[src/rtl/disp_share_sched.sv]
// disp_share_sched: two-requester arbiter and digit scan scheduler for a shared
// 8-digit 7-segment display.
//   clk, rst           : clock, synchronous active-high reset
//   req_a/data_a/ack_a : high-priority requester (frame in, 1-cycle grant pulse out)
//   req_b/data_b/ack_b : low-priority requester
//   blank_lz           : blank leading-zero digits above the highest nonzero nibble
//   an, digit          : active-low digit enables and nibble of the active digit
//   owner              : 00 none, 01 A, 10 B
//   frame_done         : 1-cycle pulse at the end of each full 8-digit scan
module disp_share_sched #(
  parameter int unsigned SCAN_DIV    = 100000,
  parameter int unsigned HOLD_FRAMES = 64
) (
  input  logic        clk,
  input  logic        rst,
  input  logic        req_a,
  input  logic [31:0] data_a,
  output logic        ack_a,
  input  logic        req_b,
  input  logic [31:0] data_b,
  output logic        ack_b,
  input  logic        blank_lz,
  output logic [7:0]  an,
  output logic [3:0]  digit,
  output logic [1:0]  owner,
  output logic        frame_done
);

  localparam int unsigned PW = (SCAN_DIV > 1) ? $clog2(SCAN_DIV) : 1;
  localparam int unsigned HW = $clog2(HOLD_FRAMES + 1);

  typedef enum logic [1:0] {ST_IDLE, ST_SHOW_A, ST_SHOW_B} state_e;

  state_e        state_q, state_d;
  logic [PW-1:0] presc_q, presc_d;
  logic [2:0]    idx_q, idx_d;
  logic [HW-1:0] hold_q, hold_d;
  logic [31:0]   frame_q, frame_d;
  logic          ack_a_q, ack_a_d;
  logic          ack_b_q, ack_b_d;
  logic          frame_done_q, frame_done_d;
  logic [7:0]    an_q, an_d;
  logic [3:0]    digit_q, digit_d;
  logic [1:0]    owner_q, owner_d;
  logic          grant_a, grant_b;
  logic [2:0]    lz_top;

  // State register
  always_ff @(posedge clk) begin
    if (rst) begin
      state_q      <= ST_IDLE;
      presc_q      <= '0;
      idx_q        <= '0;
      hold_q       <= '0;
      frame_q      <= '0;
      ack_a_q      <= 1'b0;
      ack_b_q      <= 1'b0;
      frame_done_q <= 1'b0;
      an_q         <= 8'hFF;
      digit_q      <= 4'd0;
      owner_q      <= 2'b00;
    end else begin
      state_q      <= state_d;
      presc_q      <= presc_d;
      idx_q        <= idx_d;
      hold_q       <= hold_d;
      frame_q      <= frame_d;
      ack_a_q      <= ack_a_d;
      ack_b_q      <= ack_b_d;
      frame_done_q <= frame_done_d;
      an_q         <= an_d;
      digit_q      <= digit_d;
      owner_q      <= owner_d;
    end
  end

  // Arbitration, scan stepping and next-cycle display outputs
  always_comb begin
    state_d      = state_q;
    presc_d      = presc_q;
    idx_d        = idx_q;
    hold_d       = hold_q;
    frame_d      = frame_q;
    ack_a_d      = 1'b0;
    ack_b_d      = 1'b0;
    frame_done_d = 1'b0;
    grant_a      = 1'b0;
    grant_b      = 1'b0;
    owner_d      = 2'b00;
    an_d         = 8'hFF;
    digit_d      = 4'd0;
    lz_top       = 3'd0;

    case (state_q)
      ST_IDLE: begin
        if (req_a)      grant_a = 1'b1;
        else if (req_b) grant_b = 1'b1;
      end
      default: begin
        if (presc_q == PW'(SCAN_DIV - 1)) begin
          presc_d = '0;
          idx_d   = idx_q + 3'd1;
          if (idx_q == 3'd7) begin
            frame_done_d = 1'b1;
            // Saturate so an idle hold keeps re-arbitrating at each frame end
            hold_d = (hold_q >= HW'(HOLD_FRAMES)) ? hold_q : hold_q + HW'(1);
            if (hold_d >= HW'(HOLD_FRAMES)) begin
              if (req_a)      grant_a = 1'b1;
              else if (req_b) grant_b = 1'b1;
            end
          end
        end else begin
          presc_d = presc_q + PW'(1);
        end
      end
    endcase

    if (grant_a) begin
      state_d = ST_SHOW_A;
      frame_d = data_a;
      ack_a_d = 1'b1;
    end else if (grant_b) begin
      state_d = ST_SHOW_B;
      frame_d = data_b;
      ack_b_d = 1'b1;
    end
    if (grant_a || grant_b) begin
      hold_d  = '0;
      presc_d = '0;
      idx_d   = '0;
    end

    case (state_d)
      ST_SHOW_A: owner_d = 2'b01;
      ST_SHOW_B: owner_d = 2'b10;
      default:   owner_d = 2'b00;
    endcase

    // Highest nonzero nibble; digit 0 always stays visible
    for (int i = 1; i < 8; i++) begin
      if (frame_d[4*i +: 4] != 4'd0) lz_top = 3'(i);
    end

    if (owner_d != 2'b00) begin
      digit_d = frame_d[4*idx_d +: 4];
      if (!(blank_lz && (idx_d > lz_top))) an_d = ~(8'd1 << idx_d);
    end
  end

  assign ack_a      = ack_a_q;
  assign ack_b      = ack_b_q;
  assign frame_done = frame_done_q;
  assign an         = an_q;
  assign digit      = digit_q;
  assign owner      = owner_q;

endmodule

[config.mk]
export PLATFORM = sky130hd
export DESIGN_NAME = disp_share_sched
export DESIGN_NICKNAME = d
export VERILOG_FILES = /design/src/rtl/disp_share_sched.sv
export SDC_FILE = /design/constraint.sdc
export NUM_CORES = 1
export LEC_CHECK = 0
export ABC_CLOCK_PERIOD_IN_PS = 10600
export CORE_MARGIN = 5
export CORE_UTILIZATION = 57
export DETAILED_ROUTE_END_ITERATION = 7
export GPL_TIMING_DRIVEN = 1
export PLACE_DENSITY = 0.87
export SLEW_MARGIN = 10
export SYNTH_ARGS = -nofsm -noshare
export SYNTH_HDL_FRONTEND = slang
export SYNTH_SLANG_ARGS = --single-unit
[constraint.sdc]
create_clock -name clk -period 10.6 [get_ports clk]
set_input_delay 1.59 -clock clk [delete_from_list [all_inputs] [get_ports clk]]
set_output_delay 1.59 -clock clk [all_outputs]
set_load 0.02 [all_outputs]
**Yosys cells after proc, flatten, opt, wreduce, memory -nomap -nowiden**

Cells that the tools add are included.

- Register bits after elaboration: 78
- Latch bits: 0
- Memory bits (writable): 0
- ROM bits: 0
- Bits of input ports: 69
- Output and inout port bits: 17
- Memories: 0

- $add $sub $neg: 3
- $mul: 0
- Div/mod/pow operators: 0
- Order comparisons: 3
- Equality and inequality tests: 4
- Shift-type cells: 2
- Muxes and demuxes: 31
- Bitwise gates (word level): 4
- Reductions and logical operators: 17

Operators by type and width:

| kind | count |
|---|---|
| 2-to-1 mux 32 bit | 2 |
| indexed part select 32 x 6 -> 4 bit | 1 |
| nonzero test 4 bit | 7 |
| 2-to-1 mux 3 bit | 9 |
| adder 17 x 1 -> 17 bit, second input constant | 1 |
| == test 17 bit, second input constant | 1 |
| 2-to-1 mux 17 bit | 1 |
| 2-to-1 mux 1 bit | 15 |
| greater-or-equal comparator 7 bit, second input constant | 2 |
| inverter 8 bit | 1 |
| << shifter 1 x 3 -> 8 bit, first input constant | 1 |
| adder 7 x 1 -> 7 bit, second input constant | 1 |
| 2-to-1 mux 7 bit | 1 |
| OR reduction 2 bit | 3 |
| OR reduction 3 bit | 2 |
| 2-to-1 mux 2 bit | 2 |
| one-hot mux 2 bit (2 select lines) | 1 |
| adder 3 x 1 -> 3 bit, second input constant | 1 |
| == test 3 bit, second input constant | 1 |
| greater-than comparator 3 bit | 1 |
| inverter 1 bit | 3 |
| AND reduction 3 bit | 1 |
| == test 2 x 1 -> 1 bit, second input constant | 1 |
| == test 2 bit, second input constant | 1 |
| 4 further kinds | 4 |

**Depth between registers and ports, before layout**

Gate-level depths: netlist of the first run.

- Depth in word-level cells: 20
- Depth in mapped cells: 18
- Depth with buffers taken out: 17

**Worst setup path before layout of the first run**

Ideal clock, no wire load.

- Path kind: input -> register
- Start: in req_b
- End: reg an_q[1] (netlist: an[1])
- Data arrival time: 4349 ps
- Slack: 6112 ps
- Stages: 15
- Buffers on the path: 4
- Cells stage by stage: clkbuf_1 > clkbuf_1 > clkbuf_1 > clkbuf_1 > o22ai_1 > a21o_1 > and4b_1 > a31oi_1 > ha_1 > nor2b_1 > o21ai_0 > nand2b_1 > a31oi_1 > and2_1 > nand3_1

- Cells in the longest elaborated chain, start to end: 19

Ends and longest elaborated chain:

| what | line | RTL |
|---|---|---|
| start: declaration | 19 | `input logic req_b,` |
| 2-to-1 mux 1 bit (*) | 97, 109 |  |
| 2-to-1 mux 1 bit (*) | 108 | `if (req_a) grant_a = 1'b1;` |
| 2-to-1 mux 1 bit | 107 | `if (hold_d >= HW'(HOLD_FRAMES)) begin` |
| 2-to-1 mux 1 bit | 103 | `if (idx_q == 3'd7) begin` |
| 2-to-1 mux 1 bit | 100 | `if (presc_q == PW'(SCAN_DIV - 1)) begin` |
| 2-to-1 mux 1 bit (*) | 94 | `case (state_q)` |
| 2-to-1 mux 32 bit | 122 | `end else if (grant_b) begin` |
| 2-to-1 mux 32 bit | 118 | `if (grant_a) begin` |
| nonzero test 4 bit | 141 | `if (frame_d[4*i +: 4] != 4'd0) lz_top = 3'(i);` |
| 2-to-1 mux 1 bit | 141 |  |
| 2-to-1 mux 3 bit (6 in a row) | 141 |  |
| greater-than comparator 3 bit | 146 | `if (!(blank_lz && (idx_d > lz_top))) an_d = ~(8'd1 << idx_d);` |
| logical AND 1 bit | 146 |  |
| OR reduction 3 bit (no source line) | n/a |  |
| end signal: assignment | 71 | `an_q <= an_d;` |
| end: declaration | 42 | `logic [7:0] an_q, an_d;` |

Every way passes the cells marked *; elsewhere a longest branch is shown, timed or not.
A chain may end at the register's enable or synchronous reset.

**Final worst setup path of the first run**

- Start: in req_b
- End: reg an_q[5] (netlist: an[5])

The elaborated chain is that of the path after synthesis.

==> flow_summary_export.csv, run 1 <==
group,metric,value,unit
worst_setup_path,criticalPathCategory,"in2reg",
worst_hold_path,hold-path-cell-count,2,
power_and_ir_drop,switching_power,0.0002281,W
logic_synthesis,yosysWarnings,0,
worst_setup_path,rr_endpoint,"an[5]",
sta,maxSlewHeadroom,24.00,%
clock_tree,cts_sinks,78,
power_and_ir_drop,p_leak,2.041,nW
worst_setup_path,path_delay_family,"simple AND/OR/NAND/NOR gates",
worst_setup_path,ff2ff_setup_slack,5.65,ns
clock_tree,clockBufferDepth,2,
clock_tree,clk_pin_slew,0.09,ns
detailed_routing,drt_iter0_markers,492,
clock_tree,cts_hold_buffers,0,
clock_tree,cts_setup_buffers,0,
worst_hold_path,hold_class,"reg2reg",
logic_synthesis,synthArstFlopShare,0,%
finish,antenna_cells,0,
logic_synthesis,ys_seq_area_share,34.80,%
worst_setup_path,crit_chain,"buf_2, nand2b_1, nor2_1, a21oi_1, o221ai_1, nand4_1, or2_0, a31oi_1, ha_1, nor2b_1, o21ai_0, nand2b_1, a31oi_1, and2_1, nand3_1",
detailed_routing,routedWlPerCell,18.56,um
floorplanning,design.core.area,7687,sq um
detailed_routing,first_pass_iters,6,
logic_synthesis,synth_nets,654,
power_and_ir_drop,switching_share,32.66,%
clock_tree,numCtsBuffers,9,
logic_synthesis,synthCells,575,
detailed_routing,route.detailed.drc,0,
floorplanning,chipHeight,98.72,um
finish,area_growth,22.98,%
sta,finalWorstSetupSlack,5.371,ns
power_and_ir_drop,power_density,126.6,nW/um^2
sta,tightest_slew,1.138,ns
worst_setup_path,crit_path_top_delay_cell,"buf_2",
finish,num-nets-final,716,
logic_synthesis,ys.flop_type,"dfxtp_1",
power_and_ir_drop,pwr-share-comb,24.5,%
clock_tree,tritoncts,"built",
floorplanning,dieArea,9746,sq um
sta,setup_viol,0,
job,maxCapViolCount,0,
sta,fmax,191.2,MHz
clock_tree,cts-root-buf,"clkbuf_8",
logic_synthesis,ys_seq_elements,78,
clock_tree,post_cts_resized,0,
worst_setup_path,crit_start,"req_b",
worst_setup_path,r2r_cells,15,
global_route,track_usage,28.34,%
global_route,grt_pass1_vias,4656,
detailed_routing,vias,4760,
worst_setup_path,critical_path_required,10.82,ns
worst_setup_path,worst-path-buf-inv,1,
global_route,grt_pass1_wl,22660,um
clock_tree,clk_latency,0.35,ns
sta,post-route-period-util,49.33,%
outcome,status,"finished clean",
sta,worst_clock_skew,0.005893,ns
floorplanning,io_pins,86,
finish,layout_commonest_cell,"nor2_1",
floorplanning,rows,32,
global_route,grt-ovfl-total,0,
worst_setup_path,path_depth,15,
placed_design,port_buffers,85,
power_and_ir_drop,clkPwrFrac,29.9,%
worst_hold_path,hold_end,"frame_q[25]",
worst_setup_path,crit_path_end_kind,"register",
finish,layout-drive-gt1-share,6.542,%
logic_synthesis,avgSynthCellArea,7.803,sq um
worst_setup_path,worstPathMaxFanout,55,
detailed_routing,antenna_left,0,
worst_setup_path,slowest_delay,0.70,ns
sta,hold_viol_final,0,
global_route,grt_max_degree,56,
worst_setup_path,cp-start-kind,"primary input",
global_route,antenna_found_initial,0,
sta,finalMaxSlewViolations,0,
floorplanning,initial_core_util,58.37,%
floorplanning,fp.dieW,98.72,um
power_and_ir_drop,power.internal,0.0004703,W
detailed_routing,viasPerCell,6.398,
finish,final_cell_mix,"nor2_1, clkdlybuf4s50_1, dfxtp_1",
logic_synthesis,syn_area,4487,sq um
power_and_ir_drop,seqPwrFrac,45.6,%
clock_tree,htree_num_levels,3,
worst_setup_path,cp_data_arrival_time,5.45,ns
placed_design,gp_congestion,0.9652,
logic_synthesis,ys_types,65,
power_and_ir_drop,ir_worst_vdd,81.41,uV
placed_design,hpwl,9813,um
logic_synthesis,synth_edf_count,0,
worst_hold_path,hp-start,"frame_q[25]",
placed_design,preCtsSetupSlack,5.113,ns
finish,fillers,631,
detailed_routing,routed_wl,13810,um
sta,fin_crit,5.229,ns
sta,rsz0062_at_grt,"false",
worst_setup_path,rr_startpoint,"presc_q[0]",
sta,tns,0,ns
-- flip-flops by register name, indices dropped and copies added, names as in the netlist --
signal      flops
ack_a           1
ack_b           1
an              8
digit           4
frame_done      1
frame_q        32
hold_q          7
idx_q           3
owner           2
presc_q        17
state_q         2
-- tightest hold or removal path: stages, from the launching register on --
cell and delay, ns:
dfxtp_1 0.34, nand2_1 0.06, a311oi_1 0.08
-- worst max-delay path by stage --
stage	to	slack [ns]
final	an[5]	5.37
after detailed placement	an[5]	5.11
after global placement	an[5]	5.22
after CTS	an[5]	5.47
after global routing	an[1]	5.14
after floorplan	an[1]	6.11
-- final cells by class --
class | count | area [sq um] | share of cell area [%]
multi-input cells | 444 | 2710 | 49.12
well taps | 102 | 127.6 | 2.313
clock inverters | 7 | 55.05 | 0.9977
clock buffers | 9 | 123.9 | 2.245
repair buffers | 91 | 890.9 | 16.15
inverters | 13 | 48.80 | 0.8844
flip-flops and latches | 78 | 1562 | 28.30
-- cells in the mapped netlist (5+ instances only) --
cell type | instances | share of area, %
nand2b_1 | 9 | 1.3
dfxtp_1 | 78 | 35
xnor2_1 | 8 | 1.6
nor2b_1 | 23 | 3.2
a21oi_1 | 27 | 3.0
xor2_1 | 13 | 2.5
nand4_1 | 6 | 0.84
buf_1 | 5 | 0.42
inv_1 | 12 | 1.0
a311oi_1 | 10 | 2.0
nand2_1 | 44 | 3.7
nor2_1 | 92 | 7.7
and3_1 | 5 | 0.70
nand3_1 | 13 | 1.5
a22oi_1 | 6 | 1.0
or2_2 | 5 | 0.70
o221ai_1 | 6 | 1.2
mux2i_1 | 10 | 2.2
a211oi_1 | 5 | 0.84
ha_1 | 10 | 2.8
nor3_1 | 16 | 1.8
a31oi_1 | 19 | 2.6
o22ai_1 | 31 | 4.3
clkbuf_1 | 31 | 2.6
o21ai_0 | 26 | 2.9
-- power by group through the flow --
| stage | clock (W) | sequential [W] | combinational (W) |
|---|---|---|---|
| global placement | 0 | 0.000324 | 0.000163 |
| detailed placement | 0 | 0.000325 | 0.000166 |
| CTS | 0.000208 | 0.000318 | 0.000167 |
| finish | 0.000209 | 0.000318 | 0.000171 |
| global route | 0.000222 | 0.000320 | 0.000184 |
| floorplan | 0 | 0.000325 | 0.000102 |
-- metal layers --
layer | routed length [um] | vias up | global-route usage, % | share of wire [%]
met5 | 0 | - | 0 | 0
met4 | 357 | 0 | 11.24 | 2.6
met3 | 1198 | 46 | 6.086 | 8.7
met2 | 6750 | 264 | 48.57 | 49
met1 | 5501 | 2226 | 34.65 | 40
li1 | - | 2224 | - | -
-- per-stage QoR --
stage               hold slack (ns)  area [sq um]   power, W  util, %  cells
finish                       0.5121          5518  0.0006984    71.78    744
global route                 0.5367          5518  0.0007263    71.78    744
CTS                          0.5141          5518  0.0006938    71.78    744
detailed placement           0.5021          5339  0.0004911    69.45    728
global placement             0.4987          5339  0.0004868    69.45    728
floorplan                    0.4716          4487  0.0004269        -    575
-- cell families after synthesis --
kind of cell | share of synthesized area (%)
AO/OA/AOI/OAI | 25.35
buffers and inverters | 4.796
flip-flops | 34.80
adder cells (fa/ha/maj) | 2.789
AND/OR/NAND/NOR | 25.68
multiplexers | 2.482
XOR/XNOR | 4.099
No activity file was read; power rests on OpenSTA's default activity.
==> inputs of run 2 (changes only) <==
--- a/config.mk
+++ b/config.mk
@@ -5,12 +5,12 @@
 export SDC_FILE = /design/constraint.sdc
 export NUM_CORES = 1
 export LEC_CHECK = 0
-export ABC_CLOCK_PERIOD_IN_PS = 10600
+export ABC_CLOCK_PERIOD_IN_PS = 4590
 export CORE_MARGIN = 5
-export CORE_UTILIZATION = 57
+export CORE_UTILIZATION = 47
 export DETAILED_ROUTE_END_ITERATION = 7
 export GPL_TIMING_DRIVEN = 1
-export PLACE_DENSITY = 0.87
+export PLACE_DENSITY = 0.76
 export SLEW_MARGIN = 10
 export SYNTH_ARGS = -nofsm -noshare
 export SYNTH_HDL_FRONTEND = slang
==> constraint.sdc (replaced) <==
create_clock -name clk -period 4.59 [get_ports clk]
set_input_delay 0.6885 -clock clk [delete_from_list [all_inputs] [get_ports clk]]
set_output_delay 0.6885 -clock clk [all_outputs]
set_load 0.02 [all_outputs]
==> run 2 against run 1 <==
Net effect: combinational power grew 150%; utilization shrank 9.2 points; critical path type is now reg2reg; largest power group unchanged; cell count up 6.9%; sequential share of layout area is 1.4 points lower; hold slack improved by 0.0052 ns; clock power increased to 2.8 times the previous value; largest cell class unchanged; critical endpoint unchanged.
==> flow_summary_export.csv, run 2 (synthesized netlist as in run 1, its figures left out) <==
group,metric,value,unit
outcome,status,"finished clean",
clock_tree,htree_num_levels,3,
power_and_ir_drop,switching_power,0.0005123,W
finish,antenna_cells,0,
detailed_routing,antenna_left,0,
power_and_ir_drop,clkPwrFrac,33.6,%
detailed_routing,first_pass_iters,5,
worst_setup_path,rr_endpoint,"an[5]",
floorplanning,rows,35,
clock_tree,tritoncts,"built",
worst_setup_path,critical_path_required,4.80,ns
clock_tree,cts_sinks,78,
sta,tns,0,ns
placed_design,gp_congestion,0.9827,
worst_setup_path,r2r_cells,16,
worst_setup_path,ff2ff_setup_slack,0.27,ns
worst_hold_path,hp-start,"presc_q[16]",
finish,area_growth,29.45,%
finish,final_cell_mix,"nor2_1, clkdlybuf4s50_1, dfxtp_1",
worst_hold_path,hold_class,"reg2reg",
global_route,grt_max_degree,42,
finish,largest_register_ffs,32,
floorplanning,fp.dieW,107.7,um
global_route,grt_pass1_vias,4695,
sta,worst_clock_skew,0.01127,ns
floorplanning,dieArea,11600,sq um
global_route,track_usage,24.62,%
finish,top_register,"frame_q",
worst_setup_path,criticalPathCategory,"reg2reg",
clock_tree,clk_latency,0.36,ns
sta,fin_crit,4.316,ns
finish,regArea,1562,sq um
sta,tightest_slew,0.5644,ns
sta,finalWorstSetupSlack,0.2736,ns
floorplanning,io_pins,86,
sta,fmax,231.7,MHz
clock_tree,numCtsBuffers,9,
placed_design,port_buffers,85,
worst_setup_path,crit_path_end,"an[5]",
clock_tree,cts_hold_buffers,0,
sta,post-route-period-util,94.04,%
power_and_ir_drop,p_leak,2.194,nW
power_and_ir_drop,seqPwrFrac,42.2,%
detailed_routing,route.detailed.drc,0,
power_and_ir_drop,ir_worst_vdd,241.2,uV
finish,design_area,5808,sq um
clock_tree,clockBufferDepth,2,
finish,num-nets-final,740,
sta,rsz0062_at_grt,"false",
detailed_routing,vias,4786,
power_and_ir_drop,power.internal,0.001231,W
floorplanning,design.core.area,9284,sq um
placed_design,place_area,5533,sq um
floorplanning,initial_core_util,48.33,%
global_route,grt_pass1_wl,22890,um
detailed_routing,routedWlPerCell,18.09,um
finish,layout-drive-gt1-share,10.36,%
power_and_ir_drop,power_density,300.2,nW/um^2
global_route,grt-ovfl-total,0,
sta,hold_viol_final,0,
finish,post-route-util,62.56,%
power_and_ir_drop,pwr-share-comb,24.2,%
worst_setup_path,rr_startpoint,"presc_q[0]",
sta,maxSlewHeadroom,62.30,%
placed_design,preCtsSetupSlack,0.09463,ns
clock_tree,cts-root-buf,"clkbuf_8",
worst_setup_path,cp-start-kind,"register",
worst_setup_path,cp_data_arrival_time,4.53,ns
clock_tree,clk_pin_slew,0.08,ns
finish,multiInputGateArea,2729,sq um
placed_design,hpwl,10580,um
worst_setup_path,crit_start,"presc_q[0]",
worst_setup_path,crit_path_end_kind,"register",
detailed_routing,routed_wl,14380,um
sta,finalMaxSlewViolations,0,
sta,setup_viol,0,
detailed_routing,drt_iter0_markers,439,
power_and_ir_drop,switching_share,29.39,%
job,maxCapViolCount,0,
global_route,antenna_found_initial,0,
finish,fillers,832,
detailed_routing,viasPerCell,6.020,
floorplanning,chipHeight,107.7,um
worst_setup_path,worstPathMaxFanout,6,
finish,layout_commonest_cell,"nor2_1",
## run 2: cell count changes in the layout (fill, tap and decap cells not counted), moves of 2 or more
| cell | change |
|---|---|
| bufinv_16 | +2 |
| a311oi_1 | -2 |
| a311oi_2 | +2 |
| clkinvlp_4 | -2 |
| inv_6 | -3 |
| buf_4 | +23 |
## run 2: what timing repair did
| action | CTS | global route |
|---|---|---|
| endpoints found under the setup margin | 0 | 8 |
| buffers inserted | 0 | 3 |
| resized for setup | 0 | 4 |
## run 2: through the flow
step                      cells  total power, W  hold WS, ns
after global placement      776        0.001147       0.5003
after CTS                   792        0.001732       0.5193
final                       795        0.001743       0.5173
after global routing        795        0.001822       0.5418
after detailed placement    776        0.001155       0.5013
after floorplan             575       0.0009858       0.4716
## run 2: critical path, cell delays in order (launching register included)
cell	delay, ns
dfxtp_1	0.41
ha_1	0.24
or3b_2	0.50
or4_4	0.51
nor3_4	0.21
buf_4	0.18
mux2_2	0.34
o22ai_1	0.18
and4b_1	0.25
a31oi_1	0.22
ha_1	0.28
nor2b_1	0.13
o21ai_0	0.14
nand2b_1	0.08
a31oi_1	0.20
and2_1	0.22
nand3_1	0.10
## run 2: worst min-delay path by stage
stage | to | slack (ns) | depth (start not counted)
4_1_cts | frame_q[25] | 0.52 | 2
3_3_place_gp | hold_q[5] | 0.50 | 2
6_report | presc_q[16] | 0.52 | 2
2_1_floorplan | frame_q[25] | 0.47 | 2
5_1_grt | presc_q[16] | 0.54 | 2
3_5_place_dp | presc_q[16] | 0.50 | 2
## run 2: final cells by class
| class | count | share of cell area, % |
|---|---|---|
| Tap cell | 129 | 2.779 |
| Timing Repair Buffer | 115 | 18.66 |
| Sequential cell | 78 | 26.89 |
| Multi-Input combinational cell | 444 | 46.98 |
| Inverter | 13 | 0.8402 |
| Clock buffer | 11 | 2.434 |
| Clock inverter | 5 | 1.422 |
## run 2: layer usage
layer  share of wire (%)  up-vias  wire length (um)  GRT usage (%)
met3                 7.2       38              1037          4.499
met2                  49      231              7052          41.74
met4                 2.6        0               381          11.81
met1                  41     2252              5910          29.90
met5                   0        -                 0              0
li1                    -     2265                 -              -
## run 2: power groups by stage
| stage | logic [W] | registers [W] | clock network (W) |
|---|---|---|---|
| final | 0.000423 | 0.000735 | 0.000586 |
| after CTS | 0.000408 | 0.000734 | 0.000590 |
| after global placement | 0.000398 | 0.000749 | 0 |
| after detailed placement | 0.000405 | 0.000750 | 0 |
| after floorplan | 0.000236 | 0.000750 | 0 |
| after global routing | 0.000456 | 0.000740 | 0.000626 |
==> inputs of run 3 (changes only) <==
--- a/config.mk
+++ b/config.mk
@@ -7,10 +7,12 @@
 export LEC_CHECK = 0
 export ABC_CLOCK_PERIOD_IN_PS = 4590
 export CORE_MARGIN = 5
-export CORE_UTILIZATION = 47
+export CORE_UTILIZATION = 49
+export CTS_BUF_LIST = sky130_fd_sc_hd__clkbuf_4
 export DETAILED_ROUTE_END_ITERATION = 7
 export GPL_TIMING_DRIVEN = 1
-export PLACE_DENSITY = 0.76
+export PLACE_DENSITY = 0.79
+export RECOVER_POWER = 100
 export SLEW_MARGIN = 10
 export SYNTH_ARGS = -nofsm -noshare
 export SYNTH_HDL_FRONTEND = slang
==> constraint.sdc (replaced) <==
create_clock -name clk -period 4.59 [get_ports clk]
set_input_delay 0.6885 -clock clk [delete_from_list [all_inputs] [get_ports clk]]
set_output_delay 0.6885 -clock clk [all_outputs]
set_load 0.005 [all_outputs]
==> run 3 against run 2 <==
Net effect: via count is 1.8% higher; total power decreased by 12%; cell area down 2.4%; clock-buffer cell count shrank 2; sequential power about the same; routed wire length rose by 0.19%; clock skew rose by 0.0089 ns; global-route usage is 1.0 points higher; non-clock buffer count grew 4; first-iteration DRC count is 5.9% lower; largest cell class unchanged.
==> flow_summary_export.csv, run 3 (synthesized netlist as in run 1, its figures left out) <==
group,metric,value,unit
outcome,status,"finished clean",
clock_tree,tritoncts,"built",
finish,top_register,"frame_q",
floorplanning,dieArea,11170,sq um
global_route,met2_usage,43.26,%
clock_tree,clk_pin_slew,0.14,ns
finish,num-nets-final,744,
sta,worst_clock_skew,0.02022,ns
global_route,use_met1,31.55,%
worst_hold_path,hold_class,"reg2reg",
detailed_routing,routed_wl,14410,um
placed_design,gp_congestion,0.9601,
job,maxCapViolCount,0,
clock_tree,htree_num_levels,3,
power_and_ir_drop,switching_share,31.24,%
worst_setup_path,worst-path-buf-inv,2,
clock_tree,numCtsBuffers,9,
worst_setup_path,slowest_delay,0.52,ns
global_route,grt_pass1_vias,4736,
finish,largest_register_ffs,32,
global_route,antenna_found_initial,0,
detailed_routing,first_pass_iters,5,
placed_design,preCtsSetupSlack,0.2774,ns
global_route,use_met3,5.450,%
sta,finalWorstSetupSlack,0.2566,ns
power_and_ir_drop,pwr-share-comb,26.0,%
floorplanning,initial_core_util,49.50,%
power_and_ir_drop,clkPwrFrac,26.3,%
global_route,grt-ovfl-total,0,
detailed_routing,vias,4870,
worst_setup_path,crit_path_end_kind,"register",
placed_design,place_area,5540,sq um
detailed_routing,antenna_left,0,
floorplanning,fp.dieW,105.7,um
sta,finalMaxSlewViolations,0,
sta,setup_viol,0,
floorplanning,rows,35,
finish,layout-drive-gt1-share,9.417,%
sta,rsz0062_at_grt,"false",
placed_design,hpwl,10770,um
worst_setup_path,path_delay_family,"simple AND/OR/NAND/NOR gates",
sta,fmax,230.8,MHz
global_route,track_usage,25.66,%
floorplanning,io_pins,86,
global_route,grt_pass1_wl,23230,um
detailed_routing,route.detailed.drc,0,
power_and_ir_drop,power.internal,0.001060,W
worst_setup_path,cp-start-kind,"register",
finish,design_area,5669,sq um
detailed_routing,viasPerCell,6.244,
clock_tree,cts_hold_buffers,0,
sta,maxSlewHeadroom,42.43,%
clock_tree,cts_sinks,78,
sta,post-route-period-util,94.41,%
finish,layout_commonest_cell,"nor2_1",
clock_tree,clk_latency,0.43,ns
finish,antenna_cells,0,
power_and_ir_drop,p_leak,2.139,nW
finish,final_cell_mix,"nor2_1, dfxtp_1, clkdlybuf4s50_1",
power_and_ir_drop,power_density,272.0,nW/um^2
floorplanning,design.core.area,9065,sq um
detailed_routing,drt_iter0_markers,413,
sta,fin_crit,4.333,ns
sta,hold_viol_final,0,
finish,post-route-util,62.54,%
finish,fillers,833,
global_route,top_usage_layer,"met2",
worst_setup_path,worstPathMaxFanout,13,
sta,tns,0,ns
finish,area_growth,26.35,%
power_and_ir_drop,seqPwrFrac,47.7,%
power_and_ir_drop,ir_worst_vdd,153.1,uV
global_route,grt_max_degree,42,
clock_tree,clockBufferDepth,2,
worst_setup_path,crit_chain,"ha_1, or3b_2, or4_1, buf_4, o31ai_4, buf_4, o22ai_1, a21o_1, and4b_1, a31oi_1, ha_1, nor2b_1, o21ai_0, nand2b_1, a31oi_1, and2_1, nand3_1",
sta,holdWs,0.5296,ns
worst_setup_path,critical_path_required,4.87,ns
clock_tree,cts-root-buf,"clkbuf_4",
sta,tightest_slew,0.8595,ns
floorplanning,chipHeight,105.7,um
power_and_ir_drop,switching_power,0.0004817,W
detailed_routing,routedWlPerCell,18.47,um
worst_setup_path,criticalPathCategory,"reg2reg",
worst_setup_path,crit_path_top_delay_cell,"or3b_2",
worst_setup_path,cp_data_arrival_time,4.61,ns
placed_design,port_buffers,85,
## run 3: changes by cell type in the layout (fill, tap and decap cells not counted), sizes merged
cell / previous run / this run
buf: 31 / 27
clkinvlp: 0 / 1
clkdlybuf4s50: 84 / 67
dlygate4sd3: 0 / 17
clkbuf: 11 / 17
bufinv: 2 / 1
inv: 13 / 14
## run 3: final cells by class
type	instances	area, sq um	area share [%]
tap	111	138.9	2.450
inverter	13	48.80	0.8607
multi-input combinational	444	2711	47.83
clock inverter	6	61.31	1.081
clock buffer	9	67.56	1.192
sequential	78	1563	27.57
timing repair buffer	119	1079	19.02
## run 3: path summary, 6_finish.rpt
check                    from     endpoint  slack, ns  cells past startpoint
setup / recovery   presc_q[1]        an[5]       0.26                     17
hold / removal    frame_q[25]  frame_q[25]       0.53                      2
setup reg to reg   presc_q[1]        an[5]       0.26                     17
hold reg to reg   frame_q[25]  frame_q[25]       0.53                      2
## run 3: repair_timing
item,in CTS,in global routing
endpoints found under the setup margin,0,8
resized for setup,0,3
buffers inserted,0,3
## run 3: power by group through the flow
stage	registers (W)	clock network [W]	logic (W)
after floorplan	0.000742	0	0.000236
final	0.000736	0.000405	0.000401
after global placement	0.000749	0	0.000396
after CTS	0.000735	0.000411	0.000406
after detailed placement	0.000751	0	0.000403
after global routing	0.000741	0.000441	0.000438
## run 3: worst reg2reg max path: cells and delay by family (launching register included)
kind                     cells  cell delay (ns)
AND/OR/NAND/NOR              7             1.79
flip-flops                   1             0.40
buffers and inverters        2             0.43
AO/OA/AOI/OAI                6             1.09
adder cells (fa/ha/maj)      2             0.49
## run 3: stage by stage
| stage | power, W | cells |
|---|---|---|
| finish | 0.001542 | 780 |
| CTS | 0.001552 | 777 |
| detailed placement | 0.001154 | 762 |
| global route | 0.001620 | 780 |
| floorplan | 0.0009781 | 575 |
| global placement | 0.001145 | 762 |
## run 3: per-layer routing
metal | share of wire [%] | wire (um) | vias to the layer above
met5 | 0 | 0 | -
met4 | 3.8 | 541 | 0
met3 | 8.0 | 1149 | 53
met2 | 48 | 6959 | 224
met1 | 40 | 5758 | 2312
li1 | - | - | 2281
